===== config.mk =====
export PLATFORM = sky130hd
export DESIGN_NAME = flit_sender
export DESIGN_NICKNAME = d
export VERILOG_FILES = /design/src/rtl/noc_pkg.sv /design/src/rtl/flit_sender.sv
export SDC_FILE = /design/constraint.sdc
export NUM_CORES = 1
export LEC_CHECK = 0
export ABC_AREA = 1
export CORE_UTILIZATION = 25
export DETAILED_ROUTE_END_ITERATION = 8
export GPL_ROUTABILITY_DRIVEN = 1
export GPL_TIMING_DRIVEN = 0
export PLACE_DENSITY = 0.62
export SYNTH_ARGS = -nofsm -noshare
export SYNTH_HDL_FRONTEND = slang
export SYNTH_SLANG_ARGS = --single-unit

===== constraint.sdc =====
create_clock -name clk -period 1.9 [get_ports clk]
set_clock_uncertainty 0.15 [all_clocks]
set_input_delay 0.38 -clock clk [delete_from_list [all_inputs] [get_ports clk]]
set_output_delay 0.38 -clock clk [all_outputs]
set_load 0.05 [all_outputs]

===== src/rtl/noc_pkg.sv =====
// Shared NoC definitions: flit-type codes, type-field placement, sender FSM
// encodings and the packet-framing helpers built on them.
package noc_pkg;

  // The flit type occupies the TYPE_W most significant bits of a flit.
  localparam int TYPE_W = 2;

  typedef enum logic [TYPE_W-1:0] {
    FLIT_BODY   = 2'b00,
    FLIT_HEAD   = 2'b01,
    FLIT_TAIL   = 2'b10,
    FLIT_SINGLE = 2'b11
  } flit_type_e;

  typedef enum logic [1:0] {
    ST_IDLE  = 2'd0,
    ST_SEND  = 2'd1,
    ST_GATED = 2'd2
  } state_e;

  // Packet-open status once a flit of type t has been accepted.
  function automatic logic pkt_open_after(input flit_type_e t, input logic in_pkt);
    case (t)
      FLIT_HEAD:               return 1'b1;
      FLIT_TAIL, FLIT_SINGLE:  return 1'b0;
      default:                 return in_pkt;
    endcase
  endfunction

  function automatic logic framing_error(input flit_type_e t, input logic in_pkt);
    return (t == FLIT_BODY || t == FLIT_TAIL) ? ~in_pkt : in_pkt;
  endfunction

endpackage


===== src/rtl/flit_sender.sv =====
// Pops flits from an upstream queue and presents them on a valid/ready link,
// with packet-aware power-gate handshake. Optional stats: SENDER_STATS_EN.
//   state    | meaning
//   ST_IDLE  | no flit held, fetch when queue non-empty
//   ST_SEND  | flit held on data_o, valid_o=1
//   ST_GATED | between packets, safe to power-gate, pg_ack=1
module flit_sender
  import noc_pkg::*;
#(
  parameter int BUS_SIZE = 32,
  parameter int CNT_SIZE = 16
) (
  input  logic                clk,
  input  logic                a_rst,
  input  logic                q_empty,
  input  logic [BUS_SIZE-1:0] q_data,
  output logic                readed,
  output logic                valid_o,
  input  logic                ready_i,
  output logic [BUS_SIZE-1:0] data_o,
  input  logic                pg_req,
  output logic                pg_ack,
  output logic                proto_err
`ifdef SENDER_STATS_EN
  ,
  output logic [CNT_SIZE-1:0] flit_cnt,
  output logic [CNT_SIZE-1:0] pkt_cnt
`endif
);

  if (CNT_SIZE < 1) begin : g_bad_cnt_size
    $error("CNT_SIZE must be at least 1");
  end

  state_e     r_state;
  logic       r_in_pkt;
  flit_type_e w_out_type;
  logic       w_accept;
  logic       w_next_in_pkt;
  logic       w_pkt_open;
  logic       w_fetch_ok;

  assign w_out_type    = flit_type_e'(data_o[BUS_SIZE-1 -: TYPE_W]);
  assign w_accept      = valid_o & ready_i;
  assign w_next_in_pkt = w_accept ? pkt_open_after(w_out_type, r_in_pkt) : r_in_pkt;

  // A held HEAD already commits us to its packet, so the next flit may be
  // fetched under pg_req even though in_pkt only rises on acceptance.
  assign w_pkt_open = (r_state == ST_SEND) ? pkt_open_after(w_out_type, r_in_pkt) : r_in_pkt;
  assign w_fetch_ok = ~pg_req | w_pkt_open;

  assign readed = ~a_rst & ~q_empty & w_fetch_ok &
                  ((r_state == ST_IDLE) | ((r_state == ST_SEND) & ready_i));

  always_ff @(posedge clk) begin
    if (a_rst) begin
      r_state   <= ST_IDLE;
      r_in_pkt  <= 1'b0;
      valid_o   <= 1'b0;
      data_o    <= '0;
      pg_ack    <= 1'b0;
      proto_err <= 1'b0;
    end else begin
      if (w_accept) begin
        r_in_pkt <= w_next_in_pkt;
        if (framing_error(w_out_type, r_in_pkt)) proto_err <= 1'b1;
      end
      case (r_state)
        ST_IDLE: begin
          if (readed) begin
            data_o  <= q_data;
            valid_o <= 1'b1;
            r_state <= ST_SEND;
          end else if (pg_req && !r_in_pkt) begin
            pg_ack  <= 1'b1;
            r_state <= ST_GATED;
          end
        end
        ST_SEND: begin
          if (readed) begin
            data_o <= q_data;
          end else if (ready_i) begin
            valid_o <= 1'b0;
            if (pg_req && !w_next_in_pkt) begin
              pg_ack  <= 1'b1;
              r_state <= ST_GATED;
            end else begin
              r_state <= ST_IDLE;
            end
          end
        end
        ST_GATED: begin
          if (!pg_req) begin
            pg_ack  <= 1'b0;
            r_state <= ST_IDLE;
          end
        end
        default: begin
          valid_o <= 1'b0;
          pg_ack  <= 1'b0;
          r_state <= ST_IDLE;
        end
      endcase
    end
  end

`ifdef SENDER_STATS_EN
  always_ff @(posedge clk) begin
    if (a_rst) begin
      flit_cnt <= '0;
      pkt_cnt  <= '0;
    end else if (w_accept) begin
      flit_cnt <= flit_cnt + 1'b1;
      if (w_out_type == FLIT_TAIL || w_out_type == FLIT_SINGLE) pkt_cnt <= pkt_cnt + 1'b1;
    end
  end
`endif

endmodule


==> impl_results.md <==
- Layout Utilization: 0.406
- Core Rows: 29
- Crit. End Element: output port
- Routed Antenna Nets: 0
- Hold WC Path Type: primary input to flop
- # fillers: 672
- Placed wire-length estimate: 2840 um
- Die X: 83.8 um
- Area Growth Syn to Fin: 56.0%
- Power Density: 702 nW/um2
- Post-synth top area share: 0.455
- Count leader, synth: nand2_1
- Commonest cells in the netlist: nand2_1, dfxtp_1, nand2_2, a21oi_2, a21oi_1
- Final setup fails: 0
- Nets@finish: 313
- Max Clock Freq: 536 MHz
- First-pass GRT wire length: 7020 um
- Register area: 767 um2
- First-pass DRT Iterations: 7
- Slew Limit Fails: 0
- Leakage: 1.10 nW
- Post-synthesis cell count: 191
- Hold Buf Count CTS: 0
- RSZ-0062 raised after global routing: true
- Synth Register Bits: 38
- Layout cells sized above 1: 0.347
- DR iter-0 viols: 50
- Top Ports: 73
- Synth top area cells: dfxtp_1, a21oi_2, nand2_2, nand2_1, buf_12
- Max-Cap Viols: 0
- Post-synth top area cell: dfxtp_1
- CTS tree: built
- Yosys warns: 0
- Endpoints failing hold: 0
- Vias: 1525
- Worst Path Max Fanout: 6
- Req. time, crit path: 1.37 ns
- Distinct cells, synth: 18
- Seq/Total Area, Yosys: 0.455
- Outcome: complete, but fails checks
- Final wirelength: 4040 um
- Clock buffer count from CTS: 5
- Vias in the first global route: 1528
- Worst slew pin tran: 0.731 ns
- Pin count of the biggest net entering global routing: 12
- Clk buf depth: 2
- Ant. Diodes: 0
- Type of origin of the critical path: flop
- Area of the multi-input gates: 782 um2
- Worst skew pair latency: 0.28 ns
- Initial antenna violation count: 0
- WP data arrival: 1.34 ns
- Core box area: 6420 um2
- Wire per inst: 11.4 um
- CTS H-tree depth: 2
- Dpl cell area: 2480 um2
- Max_slew headroom: 0.513
- Avg Inst Size Synth: 8.76 um2
- Clock sink total: 38
- Initial core utilization: 0.260
- Clock transition at path regs: 0.08 ns
- Post-route cell area: 2610 um2
- Mapped Area: 1670 um2
- Max VDD drop: 0.000255 V
- Vias per Instance: 4.31
- Final period utilization: 0.982
- Failing checks: DRC
- Kind of critical path: flop to output port
- Port Buf Inserts: 71
- Ys flop type: dfxtp_1
- Post-synth EDFFs: 0
- Gr ovfl total: 0
- FFs w/ async S/R, synth: 0
- Syn_nets: 228
- DRC viols: 8
- Minimum clock period: 1.87 ns
- Root Buffer: clkbuf_8
- Die area: 7020 um2
- RD Place Congestion: 0.822
- Die Y: 83.8 um
- GRT Overall Usage: 0.124
area by class of cell:
type	instances	share of cell area
plain buffers	9	0.0307
clock buffers	7	0.0331
clock inverters	1	0.00192
inverters	11	0.0225
multi-input cells	132	0.300
flip-flops and latches	38	0.294
well taps	77	0.0369
repair buffers	79	0.281
report_power, final:
part	leakage [nW]	internal [mW]	switching [mW]	total, mW
logic	0.738	0.166	0.248	0.414
clock network	0.0482	0.293	0.273	0.566
registers	0.310	0.832	0.0193	0.851
metrics by stage:
step	cells	power (mW)	hold slack [ns]	worst slack, ns	setup TNS [ns]
2_1_floorplan	191	1.12	0.354	0.108	0
3_3_place_gp	339	1.29	0.308	-1.07	-4.46
3_5_place_dp	339	1.29	0.314	-1.08	-4.77
4_1_cts	349	1.86	0.236	-0.0925	-0.0925
5_1_grt	354	1.93	0.246	-0.0364	-0.0364
6_report	354	1.83	0.239	0.0344	0
cells in the final DEF (no fill, tap or decap), drive strengths merged:
| cell type | Yosys | final |
|---|---|---|
| nand2 | 78 | 78 |
| a21oi | 40 | 40 |
| dfxtp | 38 | 38 |
| dlygate4sd2 | 0 | 37 |
| clkdlybuf4s50 | 0 | 33 |
| buf | 8 | 16 |
| inv | 11 | 10 |
| clkbuf | 2 | 9 |
| nand3 | 6 | 6 |
| nor2 | 5 | 5 |
| o21ai | 2 | 2 |
| clkinv | 0 | 2 |
| o211ai | 1 | 1 |
timing repair:
action / 4_1_cts / 5_1_grt
endpoints found under the hold margin: 0 / 0
gates cloned: 0 / 0
buffers inserted: 2 / 6
endpoints found under the setup margin: 36 / 1
gates resized for setup: 53 / 5
pin swaps: 4 / 0
flip-flops by register name (all words and copies together), names as in the netlist:
signal and cells:
data_o 32, r_state 2, pg_ack 1, proto_err 1
r_in_pkt 1, valid_o 1
cell families (layout without fill, tap and decap cells):
kind of cell    after synthesis  count (layout)  synth area share
simple gates                 89              89             0.263
compound gates               43              43             0.195
buf+inv                      21             107            0.0875
flops                        38              38             0.455
metal layers:
metal  vias to the layer above  track usage  part of all wire
met3                         2       0.0376             0.066
met4                         0       0.0282            0.0040
met5                         -            0                 0
met2                        54        0.208              0.47
li1                        778            -                 -
met1                       691        0.157              0.46
critical path: stages (launching register included):
cell      delay, ns
dfxtp_4        0.36
inv_4          0.07
nand2_4        0.06
a21oi_2        0.13
nand2_2        0.09
nand3_4        0.13
clkinv_8       0.08
buf_12         0.14
final timing paths:
kind | cells past startpoint | to | from | slack, ns
worst min register to register | 2 | pg_ack | pg_ack | 0.32
worst max-delay path | 7 | readed | r_state[1] | 0.03
worst max register to register | 11 | data_o[21] | r_state[1] | 0.15
worst min-delay path | 2 | data_o[6] | a_rst | 0.24
No activity file was read; power rests on OpenSTA's default activity.
==> RTL change (same flow settings) <==
The option `SENDER_STATS_EN` is turned on by a define.
--- a/src/rtl/flit_sender.sv
+++ b/src/rtl/flit_sender.sv
@@ -6,2 +6,4 @@
 //   ST_GATED | between packets, safe to power-gate, pg_ack=1
+`define SENDER_STATS_EN
+
 module flit_sender
Formal check against the unedited RTL (old outputs only; new: flit_cnt and pkt_cnt): equivalent (equiv_simple and equiv_induct, registers matched by name and starting in step).
==> RTL change against the original RTL <==
  * The flow finishes with violations (negative setup slack)
  * Wire length is 100% higher
  * Hold slack gained 0.068 ns
  * Clock power grew to 3.1 times the old value
  * Via count rose by 96%
  * Sequential power increased by 83%
  * Utilization decreased by 1.5 points
  * Power rose by 110%
  * Cell area rose by 72%
  * Synthesized area rose by 77%
  * Worst setup slack got worse by 0.11 ns
  * Cell count is 90% higher
  * Maximum frequency shrank 5.4%
  * Sequential cell count grew 32
==> RTL change: results (changes against the original RTL) <==
[setup_path]
critPathSlowestCell = dfxtp_1
critPathMaxFanout = 3  ; -3
critPathMaxStageDelay_ns = 0.38  ; +0.02 ns
arrival_ns = 1.44  ; +0.10 ns
path_delay_family = flip-flops

[final_layout]
drive_gt1_share_pct = 12.3  ; -22 points
reg_top3 = data_o (32), flit_cnt (16), pkt_cnt (16)
fin_nets = 565  ; +81%
fin_cells = 673  ; +90%
n_antenna_cell = 0  ; unchanged
fillers = 1182  ; +76%

[placed_design]
io_buffers = 103  ; +45%
dp_hpwl_um = 5970  ; +110%
place_inst = 651  ; +92%
place_congestion = 0.829  ; +0.85%

[yosys]
synth_fp_nets = 444  ; +95%
seq_area_frac_synth_pct = 47.3  ; +1.8 points
synth_common_cells = nand2_1 (115), dfxtp_1 (70), nand3_1 (45)
avgSynthCellArea_um2 = 7.32  ; -16%
async_flop_share_pct = 0  ; unchanged
synth_fa_ha_area_share_pct = 0.844  ; +0.84 points
synth-main-ff-cell = dfxtp_1
synth-compound-area-share_pct = 10.0  ; -9.5 points
ys_types = 29  ; +11
muxShareOfSynthArea_pct = 0  ; unchanged
yosysWarnings = 0  ; unchanged
yosys-top-cells-area = dfxtp_1 (47%), nand2_1 (15%), nand3_1 (7.6%)
synth_xor_area_share_pct = 0.591  ; +0.59 points

[power_and_ir_drop]
p_leak_nw = 2.15  ; +96%
peakVddDrop_mv = 0.452  ; +77%

[routing]
drt_iter0_markers = 133  ; +170%
via_per_inst = 4.45  ; +3.3%
wl_per_cell_um = 12.1  ; +6.1%
dr.pass1.iters = 4  ; -3

[timing]
timing.final.ws_setup_ns = -0.0728  ; -0.107 ns
setup-violations-final = 1  ; +1
fin_setup_tns_ns = -0.0728  ; -0.0728 ns
slew_headroom_pct = 63.6  ; +12 points

[grt]
grt_max_degree = 12  ; unchanged
grt_pass1_vias = 2865  ; +88%
overflow = 0  ; unchanged
grt_usage_pct = 13.9  ; +1.5 points
grt_pass1_wl_um = 13500  ; +92%
antenna_found_initial = 0  ; unchanged

[clock_network]
clkTransAtPathRegs_ns = 0.06  ; -0.02 ns
htreeDepth = 3  ; +1
clockRootBuffer = clkbuf_16
clockBufferDepth = 2  ; unchanged
insertion_delay_ns = 0.33  ; +0.05 ns
cts_buffers = 9  ; +4

[worst_hold_path]
hp-class = flop to flop

[outcome]
violations = negative setup slack
status = finished, violations left

RTL change: area by class of cell:
type / count / area [um2] / share of cell area, %
Buffer: 12 / 71.3 / 1.59
Clock buffer: 12 / 267 / 5.94
Clock inverter: 3 / 42.5 / 0.948
Inverter: 42 / 164 / 3.65
Multi-Input combinational cell: 280 / 1340 / 29.9
Sequential cell: 70 / 1410 / 31.5
Tap cell: 143 / 179 / 3.99
Timing Repair Buffer: 111 / 1010 / 22.5
RTL change: path summary, 6_finish.rpt:
path	endpoint	start	depth (start not counted)	slack (ns)
min	data_o[12]	data_o[12]	2	0.31
min reg2reg	data_o[12]	data_o[12]	2	0.31
max reg2reg	pkt_cnt[14]	data_o[31]	10	0.15
max	readed	r_state[0]	9	-0.07
RTL change: timing repair:
action                                 in CTS  in global routing
pin swaps                                   0                  2
gates cloned                                0                  0
endpoints found under the hold margin       0                  0
setup endpoints to repair                  68                 11
buffers inserted                            2                  6
gates resized for setup                    84                  8
RTL change: cells by family after synthesis:
family / count (synthesis)
fa+ha+maj: 2
flops: 70
buf+inv: 55
xor+xnor: 2
compound gates: 57
simple gates: 219
RTL change: per-stage QoR:
step                      setup slack, ns  cell area, um2
after CTS                          -0.222            4440
after detailed placement            -1.03            4180
after global routing               -0.154            4490
after floorplan                    0.0204            2970
final                             -0.0728            4490
after global placement             -0.999            4180
RTL change: where the power goes:
group | total (mW) | internal, mW | switching (mW)
sequential | 1.56 | 1.53 | 0.0344
clock | 1.73 | 1.11 | 0.612
combinational | 0.521 | 0.181 | 0.340
total | 3.81 | 2.82 | 0.987
RTL change: worst register-to-register path, stage by stage (launching register included):
cell and delay (ns):
dfxtp_2 0.35, clkinvlp_4 0.12, buf_4 0.17, nor2_8 0.17, nand3_2 0.10, nor2_2 0.16
nand3b_2 0.15, nor2_2 0.12, nand2_1 0.06, nand2_1 0.05, nor2_1 0.04
RTL change: per-layer routing:
| layer | wire [um] | part of all wire [%] | up-vias | global-route usage, % |
|---|---|---|---|---|
| met5 | 0 | 0 | - | 0 |
| met4 | 189 | 2.3 | 0 | 6.67 |
| met3 | 600 | 7.4 | 17 | 4.92 |
| met2 | 3840 | 47 | 92 | 22.5 |
| met1 | 3530 | 43 | 1339 | 16.4 |
| li1 | - | - | 1548 | - |
